## src/rtl/branch_resolve_unit_pkg.sv

```systemverilog
// Shared definitions for the branch resolve unit and the gshare predictor.
// Holds the predictor index width, the RISC-V control-flow opcodes, the
// resolve FSM state encoding and the layout of one in-flight queue entry.
package branch_resolve_unit_pkg;

  localparam int PRED_IDX_BITS = 8;

  localparam logic [6:0] OPC_BRANCH = 7'b1100011;
  localparam logic [6:0] OPC_JAL    = 7'b1101111;
  localparam logic [6:0] OPC_JALR   = 7'b1100111;

  typedef enum logic {
    IDLE  = 1'b0,
    PULSE = 1'b1
  } bru_state_e;

  typedef struct packed {
    logic [31:0] pc;
    logic        pred_taken;
    logic [31:0] pred_target;
  } bru_entry_t;

  localparam int ENTRY_BITS = $bits(bru_entry_t);

  // Where fetch must restart once the real outcome of a branch is known.
  function automatic logic [31:0] redirect_target(input logic        taken,
                                                  input logic [31:0] target,
                                                  input logic [31:0] pc);
    return taken ? target : (pc + 32'd4);
  endfunction

  // A target mismatch only matters when both sides agree the branch was taken.
  function automatic logic is_mispredict(input bru_entry_t  e,
                                         input logic        taken,
                                         input logic [31:0] target);
    return (e.pred_taken != taken) ||
           (e.pred_taken && taken && (e.pred_target != target));
  endfunction

endpackage

```

## src/rtl/branch_resolve_unit_fifo.sv

```systemverilog
// In-order queue of predicted branches awaiting resolution.
// Ports:
//   clk, rst        clock, asynchronous active-high reset
//   push, wdata     write an entry at the tail (ignored when full)
//   pop             drop the head entry (ignored when empty)
//   clear           empty the queue; wins over push and pop in the same cycle
//   full, empty     status flags
//   count           number of stored entries (0..DEPTH)
//   head            oldest entry (meaningless while empty)
module branch_resolve_unit_fifo
  import branch_resolve_unit_pkg::*;
#(
  parameter int DEPTH = 4
) (
  input  logic                     clk,
  input  logic                     rst,
  input  logic                     push,
  input  bru_entry_t               wdata,
  input  logic                     pop,
  input  logic                     clear,
  output logic                     full,
  output logic                     empty,
  output logic [$clog2(DEPTH):0]   count,
  output bru_entry_t               head
);

  localparam int AW = $clog2(DEPTH);

  // Pointers carry one extra wrap bit so full and empty are distinguishable.
  logic [AW:0] wr_ptr;
  logic [AW:0] rd_ptr;
  bru_entry_t  mem [DEPTH];

  logic do_push;
  logic do_pop;

  assign do_push = push && !full && !clear;
  assign do_pop  = pop && !empty && !clear;

  always_ff @(posedge clk or posedge rst) begin
    if (rst) begin
      wr_ptr <= '0;
      rd_ptr <= '0;
    end else if (clear) begin
      wr_ptr <= '0;
      rd_ptr <= '0;
    end else begin
      if (do_push) wr_ptr <= wr_ptr + 1'b1;
      if (do_pop)  rd_ptr <= rd_ptr + 1'b1;
    end
  end

  always_ff @(posedge clk) begin
    if (do_push) mem[wr_ptr[AW-1:0]] <= wdata;
  end

  assign empty = (wr_ptr == rd_ptr);
  assign full  = (wr_ptr[AW] != rd_ptr[AW]) && (wr_ptr[AW-1:0] == rd_ptr[AW-1:0]);
  assign count = wr_ptr - rd_ptr;
  assign head  = mem[rd_ptr[AW-1:0]];

endmodule

```

## src/rtl/branch_resolve_unit.sv

```systemverilog
// Back end of the gshare predictor interface. Queues predicted branches from
// IF, checks the oldest one against the EX resolution, strobes the predictor
// update, flushes with a redirect PC on a mispredict and counts outcomes.
// Ports:
//   clk, rst                         clock, asynchronous active-high reset
//   push_valid/ready, push_pc,
//   push_pred_taken/target           new predicted branch from IF
//   resolve_valid/ready,
//   resolve_taken/target             actual outcome of the oldest branch from EX
//   upd, upd_addr, upd_taken         one-cycle predictor update
//   flush, redirect_pc               one-cycle mispredict flush and restart PC
//   occupancy                        in-flight entries
//   branch_cnt, mispredict_cnt       saturating statistics
module branch_resolve_unit
  import branch_resolve_unit_pkg::*;
#(
  parameter int DEPTH    = 4,
  parameter int IDX_BITS = PRED_IDX_BITS,
  parameter int CNT_BITS = 16
) (
  input  logic                    clk,
  input  logic                    rst,
  input  logic                    push_valid,
  output logic                    push_ready,
  input  logic [31:0]             push_pc,
  input  logic                    push_pred_taken,
  input  logic [31:0]             push_pred_target,
  input  logic                    resolve_valid,
  output logic                    resolve_ready,
  input  logic                    resolve_taken,
  input  logic [31:0]             resolve_target,
  output logic                    upd,
  output logic [IDX_BITS-1:0]     upd_addr,
  output logic                    upd_taken,
  output logic                    flush,
  output logic [31:0]             redirect_pc,
  output logic [$clog2(DEPTH):0]  occupancy,
  output logic [CNT_BITS-1:0]     branch_cnt,
  output logic [CNT_BITS-1:0]     mispredict_cnt
);

  bru_state_e state;
  bru_state_e state_next;

  bru_entry_t push_entry;
  bru_entry_t head;
  logic       fifo_full;
  logic       fifo_empty;
  logic       accept;
  logic       mispredict;
  logic       mispredict_q;

  assign push_entry = '{pc: push_pc, pred_taken: push_pred_taken, pred_target: push_pred_target};

  // No pushes while flushing: anything IF offers then belongs to the wrong path.
  assign push_ready    = !fifo_full && !flush;
  assign resolve_ready = !fifo_empty && (state == IDLE);
  assign accept        = resolve_valid && resolve_ready;
  assign mispredict    = is_mispredict(head, resolve_taken, resolve_target);

  // A mispredict squashes every younger entry along with the head.
  branch_resolve_unit_fifo #(
    .DEPTH (DEPTH)
  ) u_fifo (
    .clk   (clk),
    .rst   (rst),
    .push  (push_valid && push_ready),
    .wdata (push_entry),
    .pop   (accept),
    .clear (accept && mispredict),
    .full  (fifo_full),
    .empty (fifo_empty),
    .count (occupancy),
    .head  (head)
  );

  always_ff @(posedge clk or posedge rst) begin
    if (rst) state <= IDLE;
    else     state <= state_next;
  end

  // PULSE always returns to IDLE, so upd has a low cycle between strobes.
  always_comb begin
    state_next = state;
    case (state)
      IDLE:    if (accept) state_next = PULSE;
      PULSE:   state_next = IDLE;
      default: state_next = IDLE;
    endcase
  end

  always_comb begin
    upd   = 1'b0;
    flush = 1'b0;
    if (state == PULSE) begin
      upd   = 1'b1;
      flush = mispredict_q;
    end
  end

  // Update payload is captured at accept and held until the next resolution.
  always_ff @(posedge clk or posedge rst) begin
    if (rst) begin
      upd_addr       <= '0;
      upd_taken      <= 1'b0;
      redirect_pc    <= '0;
      mispredict_q   <= 1'b0;
      branch_cnt     <= '0;
      mispredict_cnt <= '0;
    end else if (accept) begin
      upd_addr     <= head.pc[IDX_BITS+1:2];
      upd_taken    <= resolve_taken;
      redirect_pc  <= redirect_target(resolve_taken, resolve_target, head.pc);
      mispredict_q <= mispredict;
      if (branch_cnt != '1)
        branch_cnt <= branch_cnt + 1'b1;
      if (mispredict && (mispredict_cnt != '1))
        mispredict_cnt <= mispredict_cnt + 1'b1;
    end
  end

endmodule

```

## config.mk

```make
export PLATFORM = sky130hd
export DESIGN_NAME = branch_resolve_unit
export DESIGN_NICKNAME = d
export VERILOG_FILES = /design/src/rtl/branch_resolve_unit_pkg.sv /design/src/rtl/branch_resolve_unit_fifo.sv /design/src/rtl/branch_resolve_unit.sv
export SDC_FILE = /design/constraint.sdc
export NUM_CORES = 1
export LEC_CHECK = 0
export CORE_MARGIN = 2
export CORE_UTILIZATION = 35
export DETAILED_ROUTE_END_ITERATION = 16
export HOLD_SLACK_MARGIN = 0.06
export PLACE_DENSITY = 0.53
export SYNTH_ARGS = -nofsm -noshare
export SYNTH_HDL_FRONTEND = slang
export SYNTH_SLANG_ARGS = --single-unit
```

## constraint.sdc

```tcl
create_clock -name clk -period 5.8 [get_ports clk]
set_input_delay 1.45 -clock clk [delete_from_list [all_inputs] [get_ports clk]]
set_output_delay 1.45 -clock clk [all_outputs]
set_load 0.03 [all_outputs]
```

==> results of run 1 <==
[flip-flops by register name (all words and copies together), names as in the netlist]
name / flops
upd_taken: 1
branch_cnt: 16
u_fifo.rd_ptr: 3
u_fifo.mem: 260
u_fifo.wr_ptr: 3
state: 1
upd_addr: 8
redirect_pc: 32
mispredict_q: 1
mispredict_cnt: 16
[logic make-up (layout without fill, tap and decap cells)]
| group | count (synthesis) | after routing |
|---|---|---|
| flip-flops | 341 | 341 |
| buffers and inverters | 49 | 292 |
| multiplexers | 84 | 84 |
| AND/OR/NAND/NOR | 210 | 210 |
| XOR/XNOR | 90 | 90 |
| other | 0 | 1 |
| adder cells (fa/ha/maj) | 12 | 12 |
| AO/OA/AOI/OAI | 62 | 62 |
[worst min-delay path, cell delays in order, from the launching register on]
cell     delay, ns
dfrtp_1       0.34
nand2_1       0.05
o21ai_0       0.06
[metal layers]
layer  track usage, %  share of wire (%)  vias up
met2             26.9                 48      205
met3             3.16                4.9       48
met4             4.48                2.1        0
met5                0                  0        -
li1                 -                  -     3637
met1             23.5                 45     4031
[layout by cell type (no fill, tap or decap), drive strengths merged, types with 11 or more instances in the layout]
cell type	n
edfxtp	260
clkdlybuf4s50	180
nand2	81
dfrtp	81
mux4	65
xnor2	61
clkbuf	55
nor2	36
xor2	29
o21ai	29
a21oi	24
buf	21
inv	19
nand3	18
nand4	18
mux2i	14
and3	13
nor3	12
clkinv	12
ha	11
[area by class of cell]
cell class | count | area [um2] | share of cell area (%)
Sequential cell | 341 | 9840 | 55.0
Clock buffer | 55 | 1120 | 6.25
Inverter | 19 | 72.6 | 0.406
Clock inverter | 17 | 200 | 1.12
Timing Repair Buffer | 201 | 2020 | 11.3
Antenna cell | 1 | 2.50 | 0.0140
Multi-Input combinational cell | 458 | 3970 | 22.2
Tap cell | 525 | 657 | 3.67
[power by group]
| part | total [mW] | switching (mW) | internal [mW] |
|---|---|---|---|
| clock network | 2.49 | 0.968 | 1.53 |
| registers | 3.49 | 0.268 | 3.22 |
| logic | 2.91 | 1.69 | 1.23 |
[worst max-delay path by stage]
stage                        endpoint  slack, ns  cells past startpoint
floorplan            u_fifo.mem[3][0]       0.77                     12
global placement    u_fifo.mem[0][47]       1.06                      8
detailed placement  u_fifo.mem[0][57]       0.97                      8
CTS                 u_fifo.mem[0][51]       1.29                      9
global route        u_fifo.mem[0][51]       1.00                      9
finish              u_fifo.mem[0][51]       1.46                      9
==> results.md, run 1 <==
- Multiplexer area fraction after synthesis: 11.8%
- CTS Sinks: 341
- Post-DR wirelength/cell: 21.5 um
- CTS buffer count: 39
- Placer congestion estimate: 0.744
- # port buffers: 181
- CTS tree: yes
- Share of cells above drive strength 1: 15.4%
- Final Non-Filler Cells: 1,617
- Antenna viol nets, final: 0
- Synth Cell Area: 14,000 um2
- Synth top area share: 55.6%
- HP Class: flop to flop
- Peak Freq: 230 MHz
- First-pass GRT wire length: 51,600 um
- Largest net degree at the start of global routing: 66
- Worst reg2reg endpoint: u_fifo.mem[0][51]
- CP Launch Type: flop
- Hold-fix buffers at CTS: 0
- Crit-path max FO: 53
- Clock Skew: 0.0184 ns
- Slowest-stage cell, CP: dfrtp_4
- Largest family of logic cells by synthesized area: multiplexers
- Initial Util: 35.4%
- Post-synthesis adder-cell area fraction: 1.12%
- Fill count: 3,539
- Cell count after synthesis: 848
- Die footprint: 41,700 um2
- Via/cell ratio: 4.90
- Setup crit start: u_fifo.rd_ptr[0]
- Area grow syn2layout: 27.4%
- Critical path class: flop to flop
- RSZ-0062 raised after global routing: false
- Syn_nets: 962
- Top post-synthesis cells by count: edfxtp_1, dfrtp_1, nand2_1
- Post-synthesis cell type count: 46
- Inst Count DP: 1,544
- Max-slew headroom: 41.0%
- Final setup fails: 0
- Tmin final: 4.34 ns
- Initial antenna violation count: 1
- Number of flops mapped to enable cells by yosys: 260
- WHS Path Cells: 2
- Max-cap violation count: 0
- CP cell instances: buf_4, mux4_2, xnor2_1, nand4_1, nor4_1, a21boi_1, o21ai_1, and3_2, buf_12
- R2R cell count: 9
- Worst path required time: 5.98 ns
- CTS root buffer: clkbuf_16
- # IOs: 182
- Count of final max-slew check failures: 0
- Clk slew on worst S/H paths: 0.06 ns
- Worst Max-Slew Pin Slew: 0.878 ns
- Hold WS: 0.477 ns
- Drt drc: 0
- Max rail drop VDD: 0.000250 V
- Synth Area in Simple Gates: 7.27%
- Status: completed
- All-layer global routing usage: 16.8%
- CTS resizes: 0
- Placed instance area: 16,600 um2
- Placeable core region: 39,600 um2
- Synth Area in Compound Gates: 2.35%
- Drt total wl: 34,700 um
- Die span in x: 204 um
- Pre-Repair DR Iteration Count: 4
- # rows: 73
- Most used DFF post-synth: edfxtp_1
- Clock Path Buffers: 3
- XOR/XNOR Fraction of Synth Area: 5.62%
- Post-route cell area: 17,900 um2
- Final worst slack: 1.46 ns
- Setup Fix Bufs, Post-CTS: 0
- Power Total: 8.90 mW
- Pwr dens: 498 nW/um2
- Die Y: 204 um
- Yosys warnings: 0
- Vias in the first global route: 8,109
- DP Wirelength: 24,000 um
- Via count: 7,921
- Hold path startpoint: redirect_pc[7]
- FFs w/ async S/R, synth: 23.8%
- Seq cells post-synth: 341
- Top post-synthesis cells by area: edfxtp_1, dfrtp_1, mux4_2, xnor2_1, nand2_1
- Leakage power: 6.27 nW
- Buf/Inv on CP: 2
- Drt initial violations: 492
- Final #Nets: 1,174
- Reg-to-Reg Start: u_fifo.rd_ptr[0]
- Most common cell in the netlist: edfxtp_1
- Fin crit share: 74.9%
- Worst path max stage delay: 0.82 ns
- Top delay family on crit path: simple AND/OR/NAND/NOR gates
- Skew-Pair Late Insertion Delay: 0.53 ns
- Pre-CTS setup slack: 0.967 ns
- Post-Route Utilization: 45.1%
- TNS Setup: 0 ns
- Critical Path AT: 4.52 ns
- GR Overflow Total: 0
- H-tree depth: 2
- Worst Setup End Kind: flop
- Seq/Total Area, Yosys: 70.1%
- Reg2Reg Setup Slack: 1.46 ns
- Hold Violations, Final: 0
- Synthesized area per cell: 16.5 um2
- Hold-critical path endpoint: redirect_pc[7]
- Yosys top cell by area: edfxtp_1
Note: power is estimated with default switching activity, not from simulation.
==> inputs of run 2 (changes only) <==
==> constraint.sdc (replaced) <==
create_clock -name clk -period 3.6 [get_ports clk]
set_input_delay 0.9 -clock clk [delete_from_list [all_inputs] [get_ports clk]]
set_output_delay 0.9 -clock clk [all_outputs]
set_load 0.03 [all_outputs]
==> results.md, run 2 (same netlist as run 1, synthesis figures left out) <==
- Hold-fix buffers at CTS: 0 (unchanged)
- Pre-Repair DR Iteration Count: 5 (was 4)
- CTS root buffer: clkbuf_16 (unchanged)
- Post-DR wirelength/cell: 21.7 um (was 21.5 um)
- Most common cell after layout, fill and taps aside: edfxtp_1 (unchanged)
- Fill count: 3,537 (was 3,539)
- Via count: 8,060 (was 7,921)
- Die Y: 204 um (unchanged)
- Comb power frac: 34.6% (was 32.7%)
- CTS buffer count: 39 (unchanged)
- # rows: 73 (unchanged)
- Hold WS: 0.482 ns (was 0.477 ns)
- Number of flip-flops under the largest register name: 260 (unchanged)
- Via/cell ratio: 4.95 (was 4.90)
- Antenna viol nets, final: 0 (unchanged)
- Critical Path AT: 3.69 ns (was 4.52 ns)
- P_sw: 4.79 mW (was 2.92 mW)
- CP cell instances: buf_12, mux4_2, xnor2_2, nand4_1, nor4_2, a21boi_2, o21ai_2, and3_2, buf_12 (was buf_4, mux4_2, xnor2_1, nand4_1, nor4_1, a21boi_1, o21ai_1, and3_2, buf_12)
- Most frequent CP cell: buf_12
- Reg power frac: 38.5% (was 39.2%)
- Worst Max-Slew Pin Slew: 0.879 ns (was 0.878 ns)
- Worst path max stage delay: 0.58 ns (was 0.82 ns)
- Final #Nets: 1,185 (was 1,174)
- RSZ-0062 raised after global routing: true (was false)
- Skew-Pair Late Insertion Delay: 0.53 ns (about the same)
- Share of cells above drive strength 1: 16.6% (was 15.4%)
- Top delay family on crit path: simple AND/OR/NAND/NOR gates (unchanged)
- Area of the multi-input gates: 4030 um2 (was 3970 um2)
- HP Class: flop to flop (unchanged)
- Initial antenna violation count: 2 (was 1)
- Storage cell area: 9840 um2 (unchanged)
- Slowest-stage cell, CP: mux4_2 (was dfrtp_4)
- First-pass GRT wire length: 53,000 um (was 51,600 um)
- Pwr dens: 798 nW/um2 (was 498 nW/um2)
- Initial Util: 35.4% (unchanged)
- Drt drc: 0 (unchanged)
- All-layer global routing usage: 17.2% (was 16.8%)
- CTS tree: yes (unchanged)
- Most frequent cells in the layout: edfxtp_1, clkdlybuf4s50_1, nand2_1 (unchanged)
- Placer congestion estimate: 0.780 (was 0.744)
- Drt initial violations: 456 (was 492)
- Final worst slack: 0.138 ns (was 1.46 ns)
- Tmin final: 3.46 ns (was 4.34 ns)
- Max rail drop VDD: 0.000375 V (was 0.000250 V)
- Vias in the first global route: 8,244 (was 8,109)
- Drt total wl: 35,400 um (was 34,700 um)
- Peak Freq: 289 MHz (was 230 MHz)
- Worst Setup End Kind: flop (unchanged)
- Clk pwr share: 27.0% (was 28.0%)
- Die footprint: 41,700 um2 (unchanged)
- # port buffers: 181 (unchanged)
- Clk slew on worst S/H paths: 0.06 ns (about the same)
- Worst path required time: 3.82 ns (was 5.98 ns)
- P_int: 9.66 mW (was 5.98 mW)
- DP Wirelength: 24,800 um (was 24,000 um)
- Pre-CTS setup slack: -0.0851 ns (was 0.967 ns)
- Leakage power: 6.37 nW (was 6.27 nW)
- Fin crit share: 96.2% (was 74.9%)
- Hold Violations, Final: 0 (unchanged)
- Largest net degree at the start of global routing: 64 (was 66)
- Final setup fails: 0 (unchanged)
- Area grow syn2layout: 29.1% (was 27.4%)
- GR Overflow Total: 0 (unchanged)
- Die span in x: 204 um (unchanged)
- Count of final max-slew check failures: 0 (unchanged)
- Max-cap violation count: 0 (unchanged)
- Switching share of power: 33.1% (was 32.8%)
- Status: completed (unchanged)
- Critical path class: flop to flop (unchanged)
- CTS Sinks: 341 (unchanged)
- H-tree depth: 2 (unchanged)
- Clock Skew: 0.0188 ns (was 0.0184 ns)
- Buf/Inv on CP: 2 (unchanged)
- Crit-path max FO: 33 (was 53)
- # IOs: 182 (unchanged)
- Placeable core region: 39,600 um2 (unchanged)
- Max-slew headroom: 41.4% (was 41.0%)
- Clock Path Buffers: 3 (unchanged)
- CP Launch Type: flop (unchanged)
## run 2: metrics by stage
stage               area [um2]  power, mW  instances  utilization (%)  TNS [ns]
detailed placement       16800       10.7       1555             42.4    -11.58
global placement         16800       10.7       1555             42.4    -13.40
floorplan                14100       8.73        848                -     -4.35
CTS                      18100       14.7       1627             45.7         0
global route             18100       15.2       1628             45.7         0
finish                   18100       14.5       1628             45.7         0
## run 2: power groups by stage
stage	clock network, mW	logic (mW)	registers, mW
5_1_grt	4.15	5.40	5.65
2_1_floorplan	0	2.62	6.11
6_report	3.90	5.00	5.56
3_5_place_dp	0	5.10	5.64
3_3_place_gp	0	5.10	5.62
4_1_cts	4.00	5.11	5.57
## run 2: final cells by class
cell class | instances | share of cell area (%)
Sequential cell | 341 | 54.3
Inverter | 19 | 0.401
Multi-Input combinational cell | 458 | 22.2
Antenna cell | 1 | 0.0138
Clock buffer | 50 | 6.01
Timing Repair Buffer | 212 | 12.3
Clock inverter | 22 | 1.06
Tap cell | 525 | 3.63
## run 2: worst paths after layout
path | from | end | slack [ns] | cells past startpoint
max in group asynchronous | rst | redirect_pc[16] | 2.04 | 3
max | u_fifo.rd_ptr[0] | u_fifo.mem[0][46] | 0.14 | 9
min | upd_addr[2] | upd_addr[2] | 0.48 | 2
min in group asynchronous | rst | mispredict_cnt[9] | 0.85 | 2
max reg2reg | u_fifo.rd_ptr[0] | u_fifo.mem[0][46] | 0.14 | 9
min reg2reg | upd_addr[2] | upd_addr[2] | 0.48 | 2
## run 2: worst reg2reg max path, cell delays in order (launching register included)
cell      delay [ns]
dfrtp_4         0.44
buf_12          0.27
mux4_2          0.60
xnor2_2         0.26
nand4_1         0.22
nor4_2          0.40
a21boi_2        0.12
o21ai_2         0.22
and3_2          0.40
buf_12          0.23
## run 2: what timing repair did
item | in CTS | in global routing
gates resized for setup | 3 | 2
setup endpoints to repair | 107 | 180
pin swaps | 0 | 0
setup buffers | 0 | 0
## run 2: metal layers
metal / up-vias / part of all wire [%] / GRT usage [%]
li1: 3675 / - / -
met1: 4120 / 45 / 24.1
met2: 222 / 47 / 27.6
met3: 41 / 5.7 / 3.60
met4: 2 / 1.8 / 4.17
met5: - / 0.025 / 0
